File: config.mk
export PLATFORM = sky130hd
export DESIGN_NAME = bcd_score_display
export DESIGN_NICKNAME = d
export VERILOG_FILES = /design/src/rtl/score_pkg.sv /design/src/rtl/bcd_digit_adder.sv /design/src/rtl/bcd_score_display.sv
export SDC_FILE = /design/constraint.sdc
export NUM_CORES = 1
export LEC_CHECK = 0
export ABC_AREA = 1
export BUFFER_PORTS_ARGS = -buffer_cell sky130_fd_sc_hd__buf_4
export CAP_MARGIN = 10
export CORE_ASPECT_RATIO = 1.1
export CORE_MARGIN = 2
export CORE_UTILIZATION = 55
export DETAILED_ROUTE_END_ITERATION = 16
export GPL_ROUTABILITY_DRIVEN = 0
export PLACE_DENSITY = 0.84
export RECOVER_POWER = 50
export SLEW_MARGIN = 15
export SYNTH_ARGS = -nofsm -noshare
export SYNTH_HDL_FRONTEND = slang
export SYNTH_SLANG_ARGS = --single-unit
File: constraint.sdc
create_clock -name clk -period 7.9 [get_ports clk]
set_clock_uncertainty 0.15 [all_clocks]
set_input_delay 0.79 -clock clk [delete_from_list [all_inputs] [get_ports clk]]
set_output_delay 0.79 -clock clk [all_outputs]
set_load 0.05 [all_outputs]
File: src/rtl/score_pkg.sv
// Shared types and seven-segment patterns for the BCD score display.
// Patterns are active-high {a,b,c,d,e,f,g}; polarity is applied at the pins.
package score_pkg;

   typedef logic [3:0] bcd_digit_t;

   localparam logic [6:0] SEG_0    = 7'b1111110;
   localparam logic [6:0] SEG_1    = 7'b0110000;
   localparam logic [6:0] SEG_2    = 7'b1101101;
   localparam logic [6:0] SEG_3    = 7'b1111001;
   localparam logic [6:0] SEG_4    = 7'b0110011;
   localparam logic [6:0] SEG_5    = 7'b1011011;
   localparam logic [6:0] SEG_6    = 7'b1011111;
   localparam logic [6:0] SEG_7    = 7'b1110000;
   localparam logic [6:0] SEG_8    = 7'b1111111;
   localparam logic [6:0] SEG_9    = 7'b1111011;
   localparam logic [6:0] SEG_DASH = 7'b0000001;

   function automatic logic [6:0] seg_encode(input bcd_digit_t digit);
      logic [6:0] pattern;
      case (digit)
         4'd0:    pattern = SEG_0;
         4'd1:    pattern = SEG_1;
         4'd2:    pattern = SEG_2;
         4'd3:    pattern = SEG_3;
         4'd4:    pattern = SEG_4;
         4'd5:    pattern = SEG_5;
         4'd6:    pattern = SEG_6;
         4'd7:    pattern = SEG_7;
         4'd8:    pattern = SEG_8;
         4'd9:    pattern = SEG_9;
         default: pattern = SEG_DASH;
      endcase
      return pattern;
   endfunction

endpackage

File: src/rtl/bcd_digit_adder.sv
// Single BCD digit adder: a + b + cin, with decimal correction and carry out.
module bcd_digit_adder
   import score_pkg::*;
(
   input  bcd_digit_t a,
   input  bcd_digit_t b,
   input  logic       cin,
   output bcd_digit_t sum,
   output logic       cout
);

   logic [4:0] raw_sum;

   always_comb begin
      raw_sum = {1'b0, a} + {1'b0, b} + {4'b0000, cin};
      sum     = raw_sum[3:0];
      cout    = 1'b0;
      // Binary results above 9 skip the six unused codes to wrap back into BCD
      if (raw_sum > 5'd9) begin
         sum  = raw_sum[3:0] + 4'd6;
         cout = 1'b1;
      end
   end

endmodule

File: src/rtl/bcd_score_display.sv
// Saturating BCD score / high-score keeper driving a multiplexed 7-segment display.
// The scan advances on a clock-enable tick; seg/an are registered.
module bcd_score_display
   import score_pkg::*;
#(
   parameter int NUM_DIGITS     = 4,
   parameter int CLK_HZ         = 100000000,
   parameter int REFRESH_HZ     = 400,
   parameter bit SEG_ACTIVE_LOW = 1'b1
) (
   input  logic                    clk,
   input  logic                    rst,
   input  logic                    clr_score,
   input  logic                    inc,
   input  logic [3:0]              inc_by,
   input  logic                    show_high,
   input  logic                    blank_lz,
   output logic [6:0]              seg,
   output logic [NUM_DIGITS-1:0]   an,
   output logic [4*NUM_DIGITS-1:0] score,
   output logic [4*NUM_DIGITS-1:0] high,
   output logic                    saturated
);

   localparam int DIV_RAW = CLK_HZ / (REFRESH_HZ * NUM_DIGITS);
   localparam int DIV     = (DIV_RAW < 1) ? 1 : DIV_RAW;
   localparam int CNT_W   = (DIV > 1) ? $clog2(DIV) : 1;
   localparam int SEL_W   = (NUM_DIGITS > 1) ? $clog2(NUM_DIGITS) : 1;
   localparam int SW      = 4 * NUM_DIGITS;

   localparam logic [SW-1:0]         ALL_NINES = {NUM_DIGITS{4'h9}};
   localparam logic [6:0]            SEG_OFF   = SEG_ACTIVE_LOW ? 7'h7F : 7'h00;
   localparam logic [NUM_DIGITS-1:0] AN_OFF    = SEG_ACTIVE_LOW ? {NUM_DIGITS{1'b1}}
                                                                : {NUM_DIGITS{1'b0}};

   logic [CNT_W-1:0]      cnt_q, cnt_d;
   logic [SEL_W-1:0]      sel_q, sel_d;
   logic [SW-1:0]         score_q, score_d;
   logic [SW-1:0]         high_q, high_d;
   logic [6:0]            seg_q, seg_d;
   logic [NUM_DIGITS-1:0] an_q, an_d;

   logic                  tick;
   bcd_digit_t            addend;
   logic [NUM_DIGITS:0]   carry;
   logic [SW-1:0]         sum_vec;

   logic [SW-1:0]         src;
   logic [NUM_DIGITS-1:0] blank;
   logic                  lead_zero;
   bcd_digit_t            cur_digit;
   logic                  cur_blank;
   logic [6:0]            seg_act;
   logic [NUM_DIGITS-1:0] an_act;

   always_comb begin
      tick  = (cnt_q == CNT_W'(DIV - 1));
      cnt_d = tick ? '0 : cnt_q + CNT_W'(1);
      sel_d = sel_q;
      if (tick) begin
         sel_d = (sel_q == SEL_W'(NUM_DIGITS - 1)) ? '0 : sel_q + SEL_W'(1);
      end
   end

   // Ripple chain: the clamped addend enters digit 0, upper digits only add carries
   assign addend    = (inc_by > 4'd9) ? 4'd9 : inc_by;
   assign carry[0]  = 1'b0;
   assign saturated = (score_q == ALL_NINES);

   for (genvar g = 0; g < NUM_DIGITS; g++) begin : g_adder
      bcd_digit_adder u_adder (
         .a   (score_q[4*g +: 4]),
         .b   ((g == 0) ? addend : 4'd0),
         .cin (carry[g]),
         .sum (sum_vec[4*g +: 4]),
         .cout(carry[g+1])
      );
   end

   always_comb begin
      score_d = score_q;
      if (clr_score) begin
         score_d = '0;
      end else if (inc && !saturated) begin
         score_d = carry[NUM_DIGITS] ? ALL_NINES : sum_vec;
      end
      high_d = (score_q > high_q) ? score_q : high_q;
   end

   // A slot is blanked only if it and every digit above it are zero
   always_comb begin
      src       = show_high ? high_q : score_q;
      lead_zero = 1'b1;
      blank     = '0;
      cur_digit = '0;
      cur_blank = 1'b0;
      an_act    = '0;
      for (int i = NUM_DIGITS - 1; i >= 0; i--) begin
         lead_zero = lead_zero && (src[4*i +: 4] == 4'd0);
         blank[i]  = blank_lz && lead_zero && (i > 0);
      end
      for (int i = 0; i < NUM_DIGITS; i++) begin
         if (sel_q == SEL_W'(i)) begin
            cur_digit = src[4*i +: 4];
            cur_blank = blank[i];
            an_act[i] = !blank[i];
         end
      end
      seg_act = cur_blank ? 7'h00 : seg_encode(cur_digit);
      seg_d   = SEG_ACTIVE_LOW ? ~seg_act : seg_act;
      an_d    = SEG_ACTIVE_LOW ? ~an_act : an_act;
   end

   always_ff @(posedge clk or posedge rst) begin
      if (rst) begin
         cnt_q   <= '0;
         sel_q   <= '0;
         score_q <= '0;
         high_q  <= '0;
         seg_q   <= SEG_OFF;
         an_q    <= AN_OFF;
      end else begin
         cnt_q   <= cnt_d;
         sel_q   <= sel_d;
         score_q <= score_d;
         high_q  <= high_d;
         seg_q   <= seg_d;
         an_q    <= an_d;
      end
   end

   assign seg   = seg_q;
   assign an    = an_q;
   assign score = score_q;
   assign high  = high_q;

endmodule

# After elaboration in Yosys (flattened, before gate mapping)
# Memory sizes are Yosys's and may differ from the RTL's.
# Index checks and enable logic that the tools add are counted.
dict set report totals {
  rom_bits 112
  output_inout_bits 44
  input_bits 10
  wordCells 72
  reg_bits 61
  n_memories 1
}
# name words width rd rd_clocked_by_memory_dff wr line
set memory_table {}
lappend memory_table {{(name not given)} 16 7 1 0 0 score_pkg.sv:21} ;# case (digit)
dict set report classes {
  n_mux 27
  eq_ne 5
  bitwise_logic 2
  n_reduce_logical 15
  magnitude_cmp 6
  add_sub_neg 10
}
# op count
set op_table {}
lappend op_table {{2-to-1 mux 16 bit} 5}
lappend op_table {{2-to-1 mux 4 bit} 9}
lappend op_table {{equality test 16 bit, second input constant} 2}
lappend op_table {{> comparator 5 x 4 -> 1 bit, second input constant} 4}
lappend op_table {{adder 16 x 1 -> 16 bit, second input constant} 1}
lappend op_table {{adder 4 x 3 -> 4 bit, second input constant} 4}
lappend op_table {{> comparator 16 bit} 1}
lappend op_table {{adder 4 x 1 -> 5 bit} 3}
lappend op_table {{zero test 4 bit} 3}
lappend op_table {{2-to-1 mux 1 bit} 11}
lappend op_table {{2-to-1 mux 7 bit} 1}
lappend op_table {{NOT 7 bit} 1}
lappend op_table {{logical AND 1 bit} 6}
lappend op_table {{adder 4 x 4 -> 5 bit} 1}
lappend op_table {{equality test 2 bit, second input constant} 2}
lappend op_table {{> comparator 4 bit, second input constant} 1}
lappend op_table {{zero test 1 bit} 4}
lappend op_table {{NOT 4 bit} 1}
lappend op_table {{adder 2 x 1 -> 2 bit, second input constant} 1}
lappend op_table {{equality test 2 x 1 -> 1 bit, second input constant} 1}
lappend op_table {{zero test 2 bit} 1}
lappend op_table {{2-to-1 mux 2 bit} 1}
lappend op_table {{nonzero test 2 bit} 1}

# Longest topological paths before layout
dict set report depth {
  word_depth 17
  mapped_depth 32
  mapped_depth_nobuf 32
}

# Modules after synthesis
# Synthesis repeated with hierarchy kept, for this count alone.
dict set report hier_totals {
  hier_cells 689
  hier_area_um2 5042.3
}
# mod cells_each seq_area_each_um2 area_per_inst_um2 n_inst
set by_module_without_submodules {}
lappend by_module_without_submodules {bcd_score_display 507 1540.2 3844.9 1}
lappend by_module_without_submodules {{bcd_digit_adder at g_adder[0].u_adder ...} 45 0.0 299.0 3}
lappend by_module_without_submodules {{bcd_digit_adder at g_adder[3].u_adder} 47 0.0 300.3 1}

# Least setup slack after synthesis
# OpenSTA, ideal clock, no wires.
dict set report synth_timing {
  kind {input port to flip-flop}
  startpoint {input port inc_by[2]}
  endpoint {register score_q[1], in the netlist score[1]}
  path_buffers 0
  required_ns 7.673
  arrival_ns 4.930
  path_slack_ns 2.743
  setup_time_ns 0.077
  cell_stages 30
  cell_sequence {o21ai_0 -> nand2_1 -> ha_1 -> inv_1 -> fa_1 -> xor2_1 -> nand2_1 -> nand3_1 -> nand2_1 -> ha_1 -> ha_1 -> xnor2_1 -> nand2_1 -> nand2_1 -> nand2_1 -> ha_1 -> ha_1 -> xnor2_1 -> nand2_1 -> nand2_1 -> nand2_1 -> ha_1 -> ha_1 -> xnor2_1 -> nand2_1 -> nand2_1 -> nand2_2 -> nor2_4 -> nand3_1 -> o21ai_1}
}
dict set report synth_via {
  elab_chain_cells 17
  word_cells_on_any_way 19
  classes_between {add/sub (5); order compare (5); mux (9)}
}
# element line
set synth_lines {}
lappend synth_lines {{start, declared} bcd_score_display.sv:15} ;# input logic [3:0] inc_by,
lappend synth_lines {{> comparator 4 bit} bcd_score_display.sv:66} ;# assign addend = (inc_by > 4'd9) ? 4'd9 : inc_by;
lappend synth_lines {{2-to-1 mux 4 bit *} bcd_score_display.sv:66}
lappend synth_lines {{adder 4 x 4 -> 5 bit *} bcd_digit_adder.sv:15} ;# raw_sum = {1'b0, a} + {1'b0, b} + {4'b0000, cin};
lappend synth_lines {{> comparator 5 x 4 -> 1 bit} bcd_digit_adder.sv:19} ;# if (raw_sum > 5'd9) begin
lappend synth_lines {{2-to-1 mux 1 bit} bcd_digit_adder.sv:19}
lappend synth_lines {{adder 4 x 1 -> 5 bit} bcd_digit_adder.sv:15}
lappend synth_lines {{> comparator 5 x 4 -> 1 bit} bcd_digit_adder.sv:19}
lappend synth_lines {{2-to-1 mux 1 bit} bcd_digit_adder.sv:19}
lappend synth_lines {{adder 4 x 1 -> 5 bit} bcd_digit_adder.sv:15}
lappend synth_lines {{> comparator 5 x 4 -> 1 bit} bcd_digit_adder.sv:19}
lappend synth_lines {{2-to-1 mux 1 bit} bcd_digit_adder.sv:19}
lappend synth_lines {{adder 4 x 1 -> 5 bit} bcd_digit_adder.sv:15}
lappend synth_lines {{> comparator 5 x 4 -> 1 bit} bcd_digit_adder.sv:19}
lappend synth_lines {{2-to-1 mux 1 bit} bcd_digit_adder.sv:19}
lappend synth_lines {{2-to-1 mux 16 bit *} bcd_score_display.sv:85} ;# score_d = carry[NUM_DIGITS] ? ALL_NINES : sum_vec;
lappend synth_lines {{2-to-1 mux 16 bit *} bcd_score_display.sv:84} ;# end else if (inc && !saturated) begin
lappend synth_lines {{2-to-1 mux 16 bit *} bcd_score_display.sv:82} ;# if (clr_score) begin
lappend synth_lines {{end signal, assigned} bcd_score_display.sv:125} ;# score_q <= score_d;
lappend synth_lines {{end, declared} bcd_score_display.sv:38} ;# logic [SW-1:0] score_q, score_d;
# Every way passes the cells marked *; elsewhere a longest branch is shown, timed or not. The select of a mux whose other input is x is not followed.
# A chain may end at the register's enable or synchronous reset.

# Worst setup path in the final report
dict set report layout_timing {
  startpoint {input port inc_by[2]}
  endpoint {register score_q[9], in the netlist score[9]}
}
dict set report layout_via {
  elab_chain_cells 17
  word_cells_on_any_way 19
  classes_between {add/sub (5); order compare (5); mux (9)}
}
# element line
set layout_lines {}
lappend layout_lines {{> comparator 4 bit} bcd_score_display.sv:66}
lappend layout_lines {{2-to-1 mux 4 bit *} bcd_score_display.sv:66}
lappend layout_lines {{adder 4 x 4 -> 5 bit *} bcd_digit_adder.sv:15}
lappend layout_lines {{> comparator 5 x 4 -> 1 bit *} bcd_digit_adder.sv:19}
lappend layout_lines {{2-to-1 mux 1 bit *} bcd_digit_adder.sv:19}
lappend layout_lines {{adder 4 x 1 -> 5 bit *} bcd_digit_adder.sv:15}
lappend layout_lines {{> comparator 5 x 4 -> 1 bit *} bcd_digit_adder.sv:19}
lappend layout_lines {{2-to-1 mux 1 bit *} bcd_digit_adder.sv:19}
lappend layout_lines {{adder 4 x 1 -> 5 bit *} bcd_digit_adder.sv:15}
lappend layout_lines {{> comparator 5 x 4 -> 1 bit} bcd_digit_adder.sv:19}
lappend layout_lines {{2-to-1 mux 1 bit} bcd_digit_adder.sv:19}
lappend layout_lines {{adder 4 x 1 -> 5 bit} bcd_digit_adder.sv:15}
lappend layout_lines {{> comparator 5 x 4 -> 1 bit} bcd_digit_adder.sv:19}
lappend layout_lines {{2-to-1 mux 1 bit} bcd_digit_adder.sv:19}
lappend layout_lines {{2-to-1 mux 16 bit *} bcd_score_display.sv:85}
lappend layout_lines {{2-to-1 mux 16 bit *} bcd_score_display.sv:84}
lappend layout_lines {{2-to-1 mux 16 bit *} bcd_score_display.sv:82}
# Marks and branches as above.

==> reports/qor.txt <==
WP depth = 29
Num rows = 33
CTS H-tree lvls = 3
CP top delay family = simple AND/OR/NAND/NOR gates
DPL Wire Length = 7640 um
Worst path max stage delay = 440 ps
Crit path buf inv count = 1
Met2 Use GR = 40.7%
Initial Utilization = 57.2%
RSZ-0062 raised after global routing = no
Final hold violation count = 0
Met1 GRT Util = 30.8%
Layout cells sized above 1 = 16.9%
Leading cell type in the layout, fill and taps excluded = nand2_1
Count of cell types in the netlist = 39
# nets final = 679
# hold bufs at CTS = 0
Final setup vio count = 0
Routed WL = 10300 um
Core Util, Final = 65.0%
Setup TNS Final = 0 ps
Initial antenna violation count = 0
Yosys reg bits = 61
Postcts setup bufs = 0
Die height = 97.0 um
Largest net degree at the start of global routing = 62
Pwr per Cell Area = 231 mW/mm^2
Worst EP arrival = 5780 ps
CP startpoint kind = primary input
Max stage delay cell, worst path = fa_1
Max Clk Rate = 0.176 GHz
Warnings from Yosys = 0
Ant diodes = 0
Most Frequent Cell on Critical Path = nand2_1
Crit path time final = 5670 ps
CTS root buffer = clkbuf_8
CTS tree = built
Synth top area cells = dfrtp_1, nand2_1, ha_1, inv_1, nand3_1
Maximum clock insertion buffer count = 2
Post-route DRC violation count = 0
Status = finished, violations left
Detail Route Antenna Nets = 0
FF-to-FF setup slack = 2430 ps
Clk sink count = 61
CORE AREA = 0.00756 mm^2
Total track usage = 25.0%
Reg2reg end = score[9]$_DFFE_PP0P_
CP Capture Point = score[9]$_DFFE_PP0P_
Rel. slew slack = -115%
Final slew viol count = 62
Count of input and output buffers = 53
Worst VDD drop = 323 uV
Critical Path Start = inc_by[2]
Grt peak-use layer = met2
Skew-Pair Late Insertion Delay = 350 ps
Max-cap viol count = 1
Total clock buffers created by CTS = 9
Syn_nets = 623
Die width = 88.5 um
Commonest cells after routing, fill and taps aside = nand2_1, inv_1, nand3_1, buf_4, dfrtp_1
Failing checks = max-capacitance violations, max-slew violations
Setup crit end kind = register
IO Pins = 54
Mapped Area = 0.00432 mm^2
Hold crit path type = reg -> reg
Total gr overflow = 0
Slew @ Worst Pin = 3230 ps
Vias in the first global route = 3921
Pre-Repair DR Iteration Count = 5
Leading area contributor after synthesis = dfrtp_1
Reg2reg start = score[1]$_DFFE_PP0P_
Synth Area per Inst = 7.56 um^2
Crit Path Max Fanout = 9
First-pass GRT wire length = 17100 um
Gate Count Post-Synth = 572
WHS = 322 ps
# resized after CTS = 0
Post-synth top area share = 29.0%
Vias = 4013
Tot Pwr = 1.13 mW
CP Data Required Time = 8010 ps
Final period util = 71.8%
Reg2reg path depth = 27
Met3 global-route usage = 4.86%
Leakage = 2.63 nW
Syn-to-layout area delta = 13.7%
Iter 0 DRT Violations = 207
Post-DR vias/cell = 5.44
Reg clk slew, reported paths = 70 ps
Number of fillers in the final layout = 651
Drt wl/cell = 13.9 um
Die ar. = 0.00858 mm^2
Sequential share of the synthesized area = 35.6%
Setup Crit Path Kind = in -> reg
-- per-layer routing --
layer	up-vias	wire length (um)
met5	-	0
met4	0	401
met3	42	548
met2	145	5140
met1	1873	4180
li1	1953	-
-- per-stage QoR --
stage,setup slack (ps),cells,instance area [um^2]
floorplan,2740,572,4320
global placement,2380,722,4780
detailed placement,1980,722,4780
CTS,2260,738,4960
global route,1780,738,4910
finish,2230,738,4910
-- Yosys cell counts (all sizes together) --
cell type and count:
a21oi 14, a31oi 1, o21ai 35, nor3 7, nand4 15, xor2 11, o211ai 1, clkbuf 3
buf 6, nor4 5, inv 89, nand3b 3, dfstp 11, o31ai 2, nor2 34, fa 1
dfrtp 50, ha 40, nand2 175, nand3 66, xnor2 3
-- logic make-up (layout without fill, tap and decap cells) --
| family | count (synthesis) | after routing | share of synthesized area (%) |
|---|---|---|---|
| simple gates | 305 | 305 | 33.2 |
| buf+inv | 98 | 159 | 9.67 |
| fa+ha+maj | 41 | 41 | 12.0 |
| compound gates | 53 | 53 | 6.60 |
| flops | 61 | 61 | 35.6 |
| xor+xnor | 14 | 14 | 2.84 |
-- report_power, final --
part,internal [mW],switching [mW]
Clock,0.122,0.130
Sequential,0.351,0.0298
Combinational,0.140,0.361
-- sequential cells by signal, summed over array words and instances, names as in the netlist --
signal / count
seg: 7
high: 16
sel_q: 2
an: 4
score: 16
cnt_q: 16
-- worst min path at each step --
stage,startpoint,end,slack [ps],depth (start not counted)
global route,cnt_q[0]$_DFF_PP0_,cnt_q[0]$_DFF_PP0_,350,1
CTS,cnt_q[0]$_DFF_PP0_,cnt_q[0]$_DFF_PP0_,340,1
floorplan,cnt_q[0]$_DFF_PP0_,cnt_q[0]$_DFF_PP0_,300,1
global placement,cnt_q[0]$_DFF_PP0_,cnt_q[0]$_DFF_PP0_,320,1
detailed placement,cnt_q[0]$_DFF_PP0_,cnt_q[0]$_DFF_PP0_,330,1
finish,cnt_q[0]$_DFF_PP0_,cnt_q[0]$_DFF_PP0_,320,1
-- cell type report --
cell class	count	area (um^2)	share of cell area [%]
multi-input cells	413	2330	47.4
inverters	89	335	6.82
clock buffers	11	141	2.88
flip-flops and latches	61	1540	31.3
clock inverters	5	36.3	0.738
well taps	105	131	2.67
repair buffers	54	398	8.10
No activity file was read; power rests on OpenSTA's default activity.
